`src/rtl/kb_keymap.sv`:
```
// PS/2 set-2 key decoder: tracks N_KEYS keys from one received-byte stream,
// producing held levels, make/break pulses and typematic repeat for the last pressed key.
module kb_keymap #(
  parameter int                  N_KEYS        = 6,
  parameter logic [8*N_KEYS-1:0] KEY_CODES     = {8'h5A, 8'h2D, 8'h1B, 8'h1D, 8'h23, 8'h1C},
  parameter logic [N_KEYS-1:0]   EXT_MASK      = {N_KEYS{1'b0}},
  parameter int                  REPEAT_DELAY  = 50_000_000,
  parameter int                  REPEAT_PERIOD = 5_000_000
) (
  input  logic              clk,
  input  logic              reset,
  input  logic              scan_done_tick,
  input  logic [7:0]        scan_code,
  output logic [N_KEYS-1:0] key_held,
  output logic [N_KEYS-1:0] key_press,
  output logic [N_KEYS-1:0] key_release
);

  localparam int RPT_MAX = (REPEAT_DELAY > REPEAT_PERIOD) ? REPEAT_DELAY : REPEAT_PERIOD;
  localparam int CW      = $clog2(RPT_MAX);
  localparam int IW      = (N_KEYS > 1) ? $clog2(N_KEYS) : 1;

  localparam logic [CW-1:0] DLY_LAST = CW'(REPEAT_DELAY - 1);
  localparam logic [CW-1:0] PER_LAST = CW'(REPEAT_PERIOD - 1);

  localparam logic [1:0] ST_IDLE = 2'd0;
  localparam logic [1:0] ST_EXT  = 2'd1;
  localparam logic [1:0] ST_BRK  = 2'd2;

  localparam logic [7:0] BYTE_EXT = 8'hE0;
  localparam logic [7:0] BYTE_BRK = 8'hF0;

  logic [1:0]        state_q, state_d;
  logic              ext_q, ext_d;
  logic [N_KEYS-1:0] held_q, held_d;
  logic [N_KEYS-1:0] press_q, press_d;
  logic [N_KEYS-1:0] release_q, release_d;
  logic              rpt_valid_q, rpt_valid_d;
  logic [IW-1:0]     rpt_idx_q, rpt_idx_d;
  logic              rpt_first_q, rpt_first_d;
  logic [CW-1:0]     cnt_q, cnt_d;

  logic              do_make;
  logic              do_break;
  logic              code_ext;

  always_comb begin
    // NOTE: every combinational output gets a default first so no path can infer a latch.
    state_d     = state_q;
    ext_d       = ext_q;
    held_d      = held_q;
    press_d     = '0;
    release_d   = '0;
    rpt_valid_d = rpt_valid_q;
    rpt_idx_d   = rpt_idx_q;
    rpt_first_d = rpt_first_q;
    cnt_d       = cnt_q;
    do_make     = 1'b0;
    do_break    = 1'b0;
    code_ext    = 1'b0;

    // Repeat timer; the first interval is the delay, later ones the period.
    if (rpt_valid_q && held_q[rpt_idx_q]) begin
      if (cnt_q == (rpt_first_q ? DLY_LAST : PER_LAST)) begin
        press_d[rpt_idx_q] = 1'b1;
        cnt_d              = '0;
        rpt_first_d        = 1'b0;
      end else begin
        cnt_d = cnt_q + CW'(1);
      end
    end

    if (scan_done_tick) begin
      case (state_q)
        ST_IDLE: begin
          if (scan_code == BYTE_EXT) begin
            state_d = ST_EXT;
          end else if (scan_code == BYTE_BRK) begin
            state_d = ST_BRK;
            ext_d   = 1'b0;
          end else begin
            do_make = 1'b1;
          end
        end
        ST_EXT: begin
          if (scan_code == BYTE_BRK) begin
            state_d = ST_BRK;
            ext_d   = 1'b1;
          end else if (scan_code != BYTE_EXT) begin
            do_make  = 1'b1;
            code_ext = 1'b1;
            state_d  = ST_IDLE;
          end
        end
        ST_BRK: begin
          do_break = 1'b1;
          code_ext = ext_q;
          state_d  = ST_IDLE;
          ext_d    = 1'b0;
        end
        default: begin
          state_d = ST_IDLE;
          ext_d   = 1'b0;
        end
      endcase
    end

    // Descending scan so the lowest newly pressed index ends up owning the repeat.
    for (int i = N_KEYS - 1; i >= 0; i--) begin
      if (scan_code == KEY_CODES[8*i +: 8] && code_ext == EXT_MASK[i]) begin
        if (do_make && !held_q[i]) begin
          held_d[i]   = 1'b1;
          press_d[i]  = 1'b1;
          rpt_valid_d = 1'b1;
          rpt_idx_d   = IW'(i);
          rpt_first_d = 1'b1;
          cnt_d       = '0;
        end
        if (do_break) begin
          if (held_q[i]) begin
            held_d[i]    = 1'b0;
            release_d[i] = 1'b1;
          end
          if (rpt_valid_q && rpt_idx_q == IW'(i)) begin
            rpt_valid_d = 1'b0;
          end
        end
      end
    end
  end

  always_ff @(posedge clk) begin
    // NOTE: sequential state uses non-blocking assignments so every register samples pre-edge values.
    if (reset) begin
      state_q     <= ST_IDLE;
      ext_q       <= 1'b0;
      held_q      <= '0;
      press_q     <= '0;
      release_q   <= '0;
      rpt_valid_q <= 1'b0;
      rpt_idx_q   <= '0;
      rpt_first_q <= 1'b0;
      cnt_q       <= '0;
    end else begin
      state_q     <= state_d;
      ext_q       <= ext_d;
      held_q      <= held_d;
      press_q     <= press_d;
      release_q   <= release_d;
      rpt_valid_q <= rpt_valid_d;
      rpt_idx_q   <= rpt_idx_d;
      rpt_first_q <= rpt_first_d;
      cnt_q       <= cnt_d;
    end
  end

  assign key_held    = held_q;
  assign key_press   = press_q;
  assign key_release = release_q;

endmodule

```
`config.mk`:
```
export PLATFORM = sky130hd
export DESIGN_NAME = kb_keymap
export DESIGN_NICKNAME = d
export VERILOG_FILES = /design/src/rtl/kb_keymap.sv
export SDC_FILE = /design/constraint.sdc
export NUM_CORES = 1
export LEC_CHECK = 0
export CORE_MARGIN = 3
export CORE_UTILIZATION = 58
export CTS_CLUSTER_DIAMETER = 100
export CTS_CLUSTER_SIZE = 14
export DETAILED_ROUTE_END_ITERATION = 8
export PLACE_DENSITY = 0.87
export SETUP_SLACK_MARGIN = 0.1
export SLEW_MARGIN = 40
export SYNTH_ARGS = -nofsm -noshare
export SYNTH_HDL_FRONTEND = slang
export SYNTH_SLANG_ARGS = --single-unit
```
`constraint.sdc`:
```
create_clock -name clk -period 5.7 [get_ports clk]
set_clock_uncertainty 0.15 [all_clocks]
set_input_delay 1.14 -clock clk [delete_from_list [all_inputs] [get_ports clk]]
set_output_delay 1.14 -clock clk [all_outputs]
set_load 0.1 [all_outputs]
```
=== Yosys cells after proc, flatten, opt, wreduce, memory -nomap -nowiden ===
Index checks and enable logic that the tools add are counted.
W data, S select, Z words.

* Logic and storage cells: 214
* Bits of input ports: 11
* Bits in registers: 52

* Eq/ne operators: 22
* Bitwise operators: 8
* Add/sub/neg operators: 1
* $lt $le $gt $ge: 2
* Mux-type cells: 126
* Reductions and logical operators: 36

{| class="wikitable"
|+ Operators with widths
! operator !! number
|-
| $mux W26 || 15
|-
| $mux W1 || 87
|-
| $mux W3 || 12
|-
| $add A26 B1 Y26 const B || 1
|-
| $eq A26 B26 Y1 || 1
|-
| $eq A8 B5 Y1 const B || 3
|-
| $logic_and A1 B1 Y1 || 20
|-
| $reduce_or A3 Y1 || 6
|-
| $eq A8 B6 Y1 const B || 2
|-
| $eq A8 B8 Y1 const B || 2
|-
| $mux W6 || 2
|-
| $eq A8 B7 Y1 const B || 1
|-
| $mux W2 || 4
|-
| $ne A8 B8 Y1 const B || 1
|-
| $not A1 Y1 || 8
|-
| $eq A3 B2 Y1 const B || 2
|-
| $eq A3 B3 Y1 const B || 2
|-
| $logic_not A1 Y1 || 6
|-
| $ne A2 B2 Y1 const B || 3
|-
| $ne A3 B3 Y1 const B || 2
|-
| $pmux W1 S2 || 3
|-
| $lt A3 B4 Y1 const B || 1
|-
| $pmux W2 S2 || 1
|-
| $reduce_and A4 Y1 || 1
|-
| other kinds (9) || 9
|}

=== Depth between registers and ports, before layout ===
Gate-level depths: netlist of the first run.

* Depth in word-level cells: 30
* Gate-level depth with buffers: 12
* Depth with buffers taken out: 8

=== Worst setup path before layout of the first run ===
OpenSTA, ideal clock, no wires.

* Path kind: in2reg
* Start point: in scan_done_tick
* End point: reg cnt_q[20]
* Stages on the path: 10
* Buffers on the path: 4
* Arrival time: 2.938 ns
* Setup slack: 2.550 ns
* Cells stage by stage: buf_4 nand2_4 o2111ai_2 o32ai_2 or4b_1 buf_4 or2_1 buf_6 buf_12 nor2_4

* Cells in the longest elaborated chain, start to end: 14
* Elaborated cells between the ends (all ways): 27
* Classes of those cells: mux (14); bitwise (1); reduce/logical (12)

{| class="wikitable"
|+ RTL lines
! item !! RTL line !! source
|-
| start: declaration || 12 || <nowiki>input logic scan_done_tick,</nowiki>
|-
| $mux W1 || 73 || <nowiki>if (scan_done_tick) begin</nowiki>
|-
| $logic_and A1 B1 Y1 or $not A1 Y1 (tied branches) || 111, 110 ||
|-
| $mux W26 or $logic_and A1 B1 Y1 (tied branches) || 111, 110 ||
|-
| $mux W26 || 110 || <nowiki>if (scan_code == KEY_CODES[8*i +: 8] && code_ext == EXT_MASK[i]) begin</nowiki>
|-
| $mux W26 || 111 || <nowiki>if (do_make && !held_q[i]) begin</nowiki>
|-
| $mux W26 || 110 ||
|-
| $mux W26 || 111 ||
|-
| $mux W26 || 110 ||
|-
| $mux W26 || 111 ||
|-
| $mux W26 || 110 ||
|-
| $mux W26 || 111 ||
|-
| $mux W26 || 110 ||
|-
| $mux W26 || 111 ||
|-
| $mux W26 (*) || 110 ||
|-
| end signal: assignment || 153 || <nowiki>cnt_q <= cnt_d;</nowiki>
|-
| end: declaration || 41 || <nowiki>logic [CW-1:0] cnt_q, cnt_d;</nowiki>
|}

Mark *: on every way between the ends. The rest lies on a longest branch, timed or not.
A chain may end at the register's enable or synchronous reset.

=== Worst setup path in the final report of the first run ===
* Start point: in scan_code[4]
* End point: reg cnt_q[7]

* Cells in the longest elaborated chain, start to end: 18
* Elaborated cells between the ends (all ways): 42
* Classes of those cells: eq/ne (9); mux (20); bitwise (1); reduce/logical (12)

{| class="wikitable"
|+ RTL lines
! item !! RTL line !! source
|-
| start: declaration || 13 || <nowiki>input logic [7:0] scan_code,</nowiki>
|-
| $ne A8 B8 Y1 or $eq A8 B8 Y1 (tied branches) || 89, 78, 86 ||
|-
| $mux W1, on equally long branches || 89, 78 ||
|-
| $mux W1, on equally long branches || 86, 76 ||
|-
| $pmux W1 S2 || 74 || <nowiki>case (state_q)</nowiki>
|-
| $mux W1 || 73 ||
|-
| $logic_and A1 B1 Y1 or $not A1 Y1 (tied branches) || 111, 110 ||
|-
| $mux W26 or $logic_and A1 B1 Y1 (tied branches) || 111, 110 ||
|-
| $mux W26 || 110 ||
|-
| [2 not listed] || - ||
|-
| $mux W26 || 111 ||
|-
| $mux W26 || 110 ||
|-
| $mux W26 || 111 ||
|-
| $mux W26 || 110 ||
|-
| $mux W26 || 111 ||
|-
| $mux W26 || 110 ||
|-
| $mux W26 || 111 ||
|-
| $mux W26 (*) || 110 ||
|}

Marks and branches as above.

==> impl_metrics.csv, run 1 <==
group,metric,value,unit
synth,synth_cells,328,
floorplanning,core_area,0.00453,mm2
grt,track_usage,0.230,
worst_setup_path,crit_end,"cnt_q[7]$_SDFF_PP0_",
synth,synth_area_leader_cell,"dfxtp_1",
synth,synthXorXnorAreaFrac,0.0651,
sta,setup_ws,1.89,ns
synth,synth.area.top_cells,"dfxtp_1, xor2_1, a21oi_1",
worst_setup_path,critical_path.max_fanout,18,
synth,synth_nets,343,
grt,grt-ovfl-total,0,
sta,worst_pin_slew,0.720,ns
drt,wire_per_inst,14.8,um
floorplanning,fp.dieW,75.8,um
synth,synth.distinct_cells,56,
grt,grt_pass1_vias,2216,
layout,fin_util,0.689,
worst_setup_path,worstPathRequired,5.74,ns
synth,synth-simple-area-share,0.355,
layout,drive_gt1_frac,0.141,
layout,multiInputGateArea,0.00168,mm2
synth,synth_top_family_by_area,"simple AND/OR/NAND/NOR gates",
cts,cts_hold_buf,0,
place,io_buffers,28,
worst_setup_path,reg2reg_depth,9,
cts,clk_pin_slew,0.08,ns
layout,n_antenna_cell,0,
sta,slew-limit-headroom,0.519,
cts,post-cts-setup-buffers,0,
layout,final_common_cell,"dfxtp_1",
floorplanning,num_rows,24,
run_status,status,"finished clean",
synth,synth_top_area_share,0.368,
worst_setup_path,r2r_start,"state_q[1]$_SDFFE_PP0P_",
sta,finalCritPeriodShare,0.668,
grt,met1_usage,0.327,
sta,rsz0062_at_grt,"no",
power_and_ir_drop,max-vdd-ir-drop,0.000141,V
sta,period_needed,3.81,ns
sta,setup_violations,0,
place,routabilityCongestion,0.883,
worst_setup_path,cp-startpoint,"scan_code[4]",
grt,use_met2,0.342,
worst_setup_path,cp.arrival,3.84,ns
power_and_ir_drop,power.density,197,mW/mm2
place,place_ws,1.66,ns
cts,cts_max_level,2,
layout,seqCellArea,0.00104,mm2
layout,nFillCells,369,
synth,synth_fa_ha_area_frac,0.0177,
synth,ys_seq_area_frac,0.368,
sta,hold_viol,0,
synth,yosys_warnings,0,
layout,most-common-layout-cells,"dfxtp_1, nand2_1, nor2_1, a21oi_1, nand3_1",
place,dpl.hpwl,4.47,mm
floorplanning,dieHeight,75.8,um
power_and_ir_drop,leakagePower,1.09,nW
drt,drc,0,
drt,viasPerCell,6.04,
layout,area_growth,10.5,%
grt,busiest_layer,"met2",
worst_setup_path,critPathMaxStageDelay,0.64,ns
floorplanning,die-area,0.00574,mm2
cts,clk_latency,0.31,ns
sta,max_freq,263,MHz
min_path,hp-class,"register to register",
cts,cts_tree,"built",
synth,synth_mux_area_frac,0.0155,
sta,finalSetupTns,0,ns
worst_setup_path,crit_slowest_cell,"nor3b_1",
worst_setup_path,r2r_slack,2.78,ns
synth,synth.cell_area,0.00283,mm2
drt,vias,2529,
worst_setup_path,worstReg2RegEnd,"cnt_q[19]$_SDFF_PP0_",
floorplanning,start_util,0.623,
layout,fin_nets,368,
grt,grt_use_met3,0.0409,
synth,ys_async_sr_fraction,0,
sta,drv_slew,0,
cts,clock-sinks,52,
worst_setup_path,crit_chain,"clkdlybuf4s50_1, nor3b_1, nand2_1, o32ai_2, or4b_1, or2_1, buf_4, nor2_1",
drt,ant_nets,0,
grt,grt_pass1_wl,10.2,mm
synth,synth_edf_count,0,
grt,antenna_found_initial,0,
synth,synth_compound_area_frac,0.141,
worst_setup_path,cp-start-kind,"primary input",
grt,grt_max_degree,28,
drt,drtIter0Drc,269,
flow_run,max_cap_viol_count,0,
worst_setup_path,path_class,"primary input to register",
synth,synth-seq-cells,52,
synth,avgSynthCellArea,8.61,um2
cts,cts_root_buffer,"clkbuf_8",
worst_setup_path,crit_path_end_kind,"register",
cts,numCtsBuffers,5,
cts,cts_resized,0,
cts,clockBufferDepth,2,
drt,wirelength,6.19,mm
drt,firstDrtPassIters,5,
floorplanning,io_pins,29,
synth,synth-main-ff-cell,"dfxtp_1",
[registers in the layout, indices dropped and copies added (netlist names)]
name / flops
cnt_q: 26
key_held: 6
rpt_idx_q: 3
ext_q: 1
key_release: 6
key_press: 6
rpt_valid_q: 1
rpt_first_q: 1
state_q: 2
[critical path, delay by kind of cell]
kind / cells / cell delay, ns
compound gates: 1 / 0.35
buf+inv: 2 / 0.94
simple gates: 5 / 1.41
[through the flow]
step	hold slack [ns]	instances	instance area [um2]	total power, mW
after global routing	0.391	419	3120	0.631
after global placement	0.332	411	3120	0.407
after floorplan	0.306	328	2830	0.396
final	0.360	419	3120	0.614
after CTS	0.357	419	3120	0.618
after detailed placement	0.346	411	3030	0.408
[synthesized netlist by cell type (4+ instances only)]
master,number
and2_1,5
nand4_1,14
nor2b_1,6
xor2_1,18
nor3b_1,9
or3_1,4
nand3b_1,5
nand4b_1,4
nand3_1,21
o21ai_0,7
nand2_1,30
a31oi_1,6
a21oi_1,25
nor3_1,5
nor2_4,10
ha_1,4
dfxtp_1,52
nor2_1,27
inv_1,5
clkbuf_1,5
[where the power goes]
group / switching (mW) / internal (mW) / leakage [nW]
registers: 0.000846 / 0.363 / 0.419
clock network: 0.116 / 0.0987 / 0.0445
logic: 0.0217 / 0.0138 / 0.624
total: 0.138 / 0.476 / 1.09
[routing by layer]
| layer | part of all wire | routed length [um] | vias up |
|---|---|---|---|
| met4 | 0.021 | 133 | 0 |
| li1 | - | - | 1242 |
| met2 | 0.45 | 2770 | 89 |
| met3 | 0.056 | 345 | 15 |
| met5 | 0 | 0 | - |
| met1 | 0.48 | 2940 | 1183 |
[layout make-up]
cell class                 count  area share
clock buffer                   7      0.0276
multi-input combinational    259       0.539
inverter                       5     0.00601
sequential                    52       0.333
timing repair buffer          30      0.0657
clock inverter                 1     0.00240
tap                           65      0.0260
[logic make-up (layout without fill, tap and decap cells)]
group           after synthesis  in the layout
simple gates                169            169
compound gates               61             61
flops                        52             52
xor+xnor                     21             21
buf+inv                      17             43
fa+ha+maj                     4              4
mux                           4              4
[worst min path at each step]
stage / to / depth (start not counted) / slack (ns) / startpoint
6_report: cnt_q[1]$_SDFF_PP0_ / 2 / 0.36 / cnt_q[1]$_SDFF_PP0_
5_1_grt: cnt_q[1]$_SDFF_PP0_ / 2 / 0.39 / cnt_q[1]$_SDFF_PP0_
4_1_cts: cnt_q[1]$_SDFF_PP0_ / 2 / 0.36 / cnt_q[1]$_SDFF_PP0_
3_5_place_dp: cnt_q[1]$_SDFF_PP0_ / 2 / 0.35 / cnt_q[1]$_SDFF_PP0_
3_3_place_gp: cnt_q[1]$_SDFF_PP0_ / 2 / 0.33 / cnt_q[1]$_SDFF_PP0_
2_1_floorplan: cnt_q[1]$_SDFF_PP0_ / 2 / 0.31 / cnt_q[1]$_SDFF_PP0_
(Power assumes the default switching activity.)
==> inputs of run 2 (changes only) <==
CORE_UTILIZATION = 57   (was 58)
PLACE_DENSITY = 0.86   (was 0.87)
clock period = 3.6 ns   (was 5.7 ns; I/O delays follow)
==> run 2 against run 1 <==
Effect of this change: first-iteration DRC count down 37%; count of clock-buffer cells in the layout unchanged; register-to-register slack worse by 1.9 ns; critical path depth unchanged; worst hold slack worse by 0.0088 ns; cell count up 0.24%; sequential share of layout area down 0.47 points; total power up 62%; utilization up 0.53 points; die area up 1.6%; via count up 0.55%; final area up 1.4%; largest power group unchanged.
==> impl_metrics.csv, run 2 (synthesis results as in run 1) <==
group,metric,value,unit
run_status,status,"finished clean",
worst_setup_path,crit_end,"cnt_q[6]$_SDFF_PP0_",
drt,drc,0,
grt,track_usage,0.218,
cts,cts_hold_buf,0,
power_and_ir_drop,fin_total_pwr,0.992,mW
floorplanning,core_area,0.00456,mm2
layout,seqCellArea,0.00104,mm2
floorplanning,start_util,0.619,
sta,hold_viol,0,
cts,clock-sinks,52,
drt,firstDrtPassIters,6,
grt,grt_max_degree,27,
sta,rsz0062_at_grt,"no",
place,place_ws,0.286,ns
layout,n_antenna_cell,0,
place,placed_area,0.00307,mm2
sta,setup_violations,0,
worst_setup_path,crit_path_end_kind,"register",
cts,cts_tree,"built",
floorplanning,dieHeight,76.4,um
power_and_ir_drop,power.density,313,mW/mm2
grt,grt_pass1_wl,10.7,mm
worst_setup_path,worstReg2RegEnd,"cnt_q[19]$_SDFF_PP0_",
layout,final_area,0.00317,mm2
layout,most-common-layout-cells,"dfxtp_1, nand2_1, nor2_1, a21oi_1, nand3_1",
drt,viasPerCell,6.05,
worst_setup_path,r2r_start,"rpt_idx_q[2]$_SDFF_PP0_",
worst_setup_path,critical_path.max_fanout,18,
sta,finalCritPeriodShare,0.839,
cts,clk_pin_slew,0.09,ns
grt,grt-ovfl-total,0,
worst_setup_path,cp_top_family,"buffers and inverters",
drt,vias,2543,
worst_setup_path,cp-startpoint,"scan_done_tick",
place,dpl.hpwl,4.59,mm
layout,top_register,"cnt_q",
sta,setup_ws,0.579,ns
min_path,hold_depth,2,
floorplanning,fp.dieW,76.4,um
drt,drtIter0Drc,169,
grt,antenna_found_initial,0,
floorplanning,io_pins,29,
worst_setup_path,cp_num_cells,8,
layout,final_common_cell,"dfxtp_1",
drt,wirelength,6.40,mm
floorplanning,die-area,0.00584,mm2
power_and_ir_drop,max-vdd-ir-drop,0.000271,V
layout,drive_gt1_frac,0.146,
layout,area_growth,12.1,%
cts,clockBufferDepth,2,
sta,slew-limit-headroom,0.596,
min_path,hp-class,"register to register",
worst_setup_path,crit_chain,"clkdlybuf4s50_1, o211ai_1, a311o_2, o32ai_2, or4b_1, or2_1, buf_12, nor2_1",
worst_setup_path,path_class,"primary input to register",
layout,largest_reg_flops,26,
floorplanning,num_rows,24,
sta,finalSetupTns,0,ns
drt,wire_per_inst,15.2,um
layout,fin_util,0.694,
layout,multiInputGateArea,0.00168,mm2
cts,post-cts-setup-buffers,0,
power_and_ir_drop,leakagePower,1.11,nW
cts,numCtsBuffers,5,
cts,cts_resized,0,
place,io_buffers,28,
worst_setup_path,cp_num_buf_inv,2,
worst_setup_path,cp.arrival,3.07,ns
worst_setup_path,worstPathRequired,3.64,ns
place,routabilityCongestion,0.866,
sta,period_needed,3.02,ns
worst_setup_path,reg2reg_depth,7,
drt,ant_nets,0,
cts,clk_latency,0.31,ns
worst_setup_path,crit_slowest_cell,"clkdlybuf4s50_1",
cts,cts_root_buffer,"clkbuf_8",
sta,max_freq,331,MHz
worst_setup_path,critPathMaxStageDelay,0.76,ns
grt,grt_pass1_vias,2236,
sta,worst_pin_slew,0.605,ns
cts,cts_max_level,2,
worst_setup_path,cp-start-kind,"primary input",
layout,nFillCells,393,
layout,fin_nets,370,
flow_run,max_cap_viol_count,0,
worst_setup_path,r2r_slack,0.89,ns
sta,drv_slew,0,
## run 2: cell count changes in the layout (fill, tap and decap cells not counted), sizes merged
cell and delta:
buf +2, clkinvlp -1
## run 2: through the flow
step	hold WS, ns	instances
after floorplan	0.306	328
final	0.351	420
after global placement	0.320	413
after CTS	0.350	420
after global routing	0.397	420
after detailed placement	0.337	413
## run 2: worst min path at each step
| stage | endpoint | slack, ns | from |
|---|---|---|---|
| 4_1_cts | cnt_q[1]$_SDFF_PP0_ | 0.35 | cnt_q[1]$_SDFF_PP0_ |
| 2_1_floorplan | cnt_q[1]$_SDFF_PP0_ | 0.31 | cnt_q[1]$_SDFF_PP0_ |
| 5_1_grt | cnt_q[1]$_SDFF_PP0_ | 0.40 | cnt_q[1]$_SDFF_PP0_ |
| 6_report | cnt_q[1]$_SDFF_PP0_ | 0.35 | cnt_q[1]$_SDFF_PP0_ |
| 3_5_place_dp | cnt_q[1]$_SDFF_PP0_ | 0.34 | cnt_q[1]$_SDFF_PP0_ |
| 3_3_place_gp | cnt_q[1]$_SDFF_PP0_ | 0.32 | cnt_q[1]$_SDFF_PP0_ |
## run 2: worst register-to-register path, stage by stage (launching register included)
cell     delay, ns
dfxtp_1       0.56
mux2_2        0.41
a32oi_1       0.39
nand2_1       0.26
and4_1        0.30
or2_1         0.29
buf_12        0.18
a21oi_1       0.12
## run 2: final cells by class
type	count	area share
well taps	65	0.0257
repair buffers	32	0.0782
clock buffers	7	0.0304
multi-input cells	259	0.531
flip-flops and latches	52	0.329
inverters	5	0.00592
## run 2: where the power goes
| group | switching, mW | leakage [nW] | internal, mW |
|---|---|---|---|
| registers | 0.00130 | 0.419 | 0.575 |
| logic | 0.0356 | 0.638 | 0.0249 |
| clock network | 0.183 | 0.0503 | 0.172 |
| total | 0.220 | 1.11 | 0.772 |
## run 2: per-layer routing
layer / share of wire / vias up / global-route usage
met2: 0.44 / 77 / 0.313
met3: 0.042 / 9 / 0.0378
met1: 0.50 / 1206 / 0.333
met5: 0 / - / 0
li1: - / 1251 / -
met4: 0.012 / 0 / 0.0580
==> inputs of run 3 (changes only) <==
CORE_UTILIZATION = 51   (was 57)
PLACE_DENSITY = 0.82   (was 0.86)
clock period = 2.7 ns   (was 3.6 ns; I/O delays follow)
==> run 3 against run 2 <==
Effect of this change: worst hold slack worse by 0.014 ns; cell count is 9.0% higher; routed wire length is 5.7% higher; total power is 41% higher; largest power group unchanged.
==> impl_metrics.csv, run 3 (synthesis results as in run 1) <==
group,metric,value,unit
grt,grt-ovfl-total,0,
drt,wirelength,6.76,mm
drt,firstDrtPassIters,5,
power_and_ir_drop,p_int,1.09,mW
sta,worst_pin_slew,0.443,ns
sta,holdWs,0.338,ns
sta,drv_slew,0,
sta,setup_ws,0.192,ns
cts,clk_latency,0.31,ns
layout,top_register,"cnt_q",
place,routabilityCongestion,0.882,
cts,clock-sinks,52,
grt,busiest_layer,"met2",
power_and_ir_drop,p_sw,0.311,mW
floorplanning,num_rows,26,
worst_setup_path,r2r_slack,0.19,ns
cts,cts_tree,"built",
worst_setup_path,reg2reg_depth,9,
grt,track_usage,0.222,
layout,drive_gt1_frac,0.250,
power_and_ir_drop,swShare,0.222,
grt,grt_pass1_vias,2485,
layout,most-common-layout-cells,"buf_4, dfxtp_1, nand2_1, nor2_1, a21oi_1",
layout,layout.cells.non_filler,458,
sta,hold_viol,0,
min_path,hp-class,"register to register",
worst_setup_path,worstReg2RegEnd,"cnt_q[17]$_SDFF_PP0_",
layout,largest_reg_flops,26,
worst_setup_path,path_common_cell,"a21oi_1",
drt,drtIter0Drc,212,
sta,setup_violations,0,
flow_run,max_cap_viol_count,0,
worst_setup_path,crit_slowest_cell,"or4b_4",
worst_setup_path,crit_chain,"inv_1, ha_2, a21o_1, a311o_2, a21oi_1, or4b_4, or2_4, buf_12, a21oi_1",
sta,finalCritPeriodShare,0.929,
run_status,status,"finished clean",
worst_setup_path,crit_path_end_kind,"register",
grt,use_met2,0.350,
layout,n_antenna_cell,0,
floorplanning,die-area,0.00647,mm2
cts,clockBufferDepth,2,
worst_setup_path,cp-startpoint,"state_q[0]$_SDFFE_PP0P_",
place,placed_cells,450,
drt,ant_nets,0,
sta,max_freq,399,MHz
sta,rsz0062_at_grt,"no",
floorplanning,fp.dieW,80.4,um
cts,numCtsBuffers,5,
power_and_ir_drop,fin_total_pwr,1.40,mW
worst_setup_path,path_class,"register to register",
cts,cts_hold_buf,0,
floorplanning,core_area,0.00524,mm2
sta,period_needed,2.51,ns
sta,slew-limit-headroom,0.702,
worst_setup_path,r2r_start,"state_q[0]$_SDFFE_PP0P_",
power_and_ir_drop,combPwrFrac,0.072,
place,io_buffers,28,
cts,cts_root_buffer,"clkbuf_8",
layout,nFillCells,395,
grt,antenna_found_initial,0,
grt,grt_max_degree,27,
power_and_ir_drop,max-vdd-ir-drop,0.000252,V
floorplanning,dieHeight,80.4,um
cts,clk_pin_slew,0.09,ns
floorplanning,start_util,0.539,
grt,grt_pass1_wl,11.5,mm
floorplanning,io_pins,29,
worst_setup_path,cp.arrival,2.60,ns
power_and_ir_drop,pwr-share-seq,0.548,
worst_setup_path,cp-start-kind,"register",
place,dpl.hpwl,4.96,mm
drt,viasPerCell,5.77,
layout,area_growth,24.1,%
grt,met1_usage,0.310,
place,place_ws,-0.157,ns
drt,vias,2642,
layout,final_common_cell,"buf_4",
drt,drc,0,
worst_setup_path,worstPathRequired,2.79,ns
worst_setup_path,critical_path.max_fanout,12,
worst_setup_path,critPathMaxStageDelay,0.52,ns
grt,grt_use_met3,0.0392,
power_and_ir_drop,power.density,400,mW/mm2
worst_setup_path,crit_end,"cnt_q[17]$_SDFF_PP0_",
power_and_ir_drop,power_frac_clock,0.380,
cts,cts_max_level,2,
power_and_ir_drop,leakagePower,1.27,nW
layout,fin_nets,402,
drt,wire_per_inst,14.8,um
-- run 3: cell count changes in the layout (fill, tap and decap cells not counted), moves of 2 or more --
cell / change
clkbuf_8: -2
ha_1: -3
buf_2: -12
dfxtp_2: +8
buf_4: +43
dfxtp_1: -8
ha_4: +2
-- run 3: repair_timing --
item,in CTS,in global routing
resized for setup,0,12
setup endpoints to repair,0,19
buffers inserted,0,0
-- run 3: critical path: cells and delay by family (launching register included) --
family                   cells  cell delay, ns
adder cells (fa/ha/maj)      1            0.25
flip-flops                   1            0.35
buffers and inverters        2            0.30
AND/OR/NAND/NOR              2            0.78
AO/OA/AOI/OAI                4            0.59
-- run 3: power groups by stage --
stage               Sequential, mW  Combinational [mW]  Clock, mW
floorplan                    0.788              0.0485          0
global placement             0.787              0.0932          0
detailed placement           0.787              0.0950          0
CTS                          0.769              0.0954      0.545
global route                 0.769               0.107      0.566
finish                       0.769               0.100      0.533
-- run 3: how the worst min path moves through the flow --
| stage | cells past startpoint | endpoint | startpoint | slack (ns) |
|---|---|---|---|---|
| detailed placement | 2 | key_held[1]$_SDFFE_PP0P_ | key_held[1]$_SDFFE_PP0P_ | 0.33 |
| finish | 2 | key_held[1]$_SDFFE_PP0P_ | key_held[1]$_SDFFE_PP0P_ | 0.34 |
| CTS | 2 | key_held[1]$_SDFFE_PP0P_ | key_held[1]$_SDFFE_PP0P_ | 0.34 |
| floorplan | 2 | cnt_q[1]$_SDFF_PP0_ | cnt_q[1]$_SDFF_PP0_ | 0.30 |
| global placement | 2 | cnt_q[1]$_SDFF_PP0_ | cnt_q[1]$_SDFF_PP0_ | 0.32 |
| global route | 2 | key_held[1]$_SDFFE_PP0P_ | key_held[1]$_SDFFE_PP0P_ | 0.36 |
-- run 3: final cells by class --
cell class	instances	area, um2	area share
multi-input combinational	259	1720	0.490
sequential	52	1050	0.300
timing repair buffer	64	522	0.149
tap	70	87.6	0.0250
clock buffer	6	72.6	0.0207
clock inverter	2	35.0	0.00999
inverter	5	18.8	0.00535
-- run 3: stage by stage --
stage / TNS [ns] / utilization / cell area [um2]
6_report: 0 / 0.669 / 3510
5_1_grt: 0 / 0.669 / 3510
4_1_cts: 0 / 0.661 / 3460
3_5_place_dp: -2.55 / 0.640 / 3350
3_3_place_gp: -1.70 / 0.640 / 3350
2_1_floorplan: 0 / - / 2840
-- run 3: metal layers --
| layer | vias up | wire length (um) |
|---|---|---|
| met1 | 1249 | 3310 |
| met2 | 76 | 3030 |
| li1 | 1308 | - |
| met5 | - | 0 |
| met4 | 0 | 102 |
| met3 | 9 | 314 |
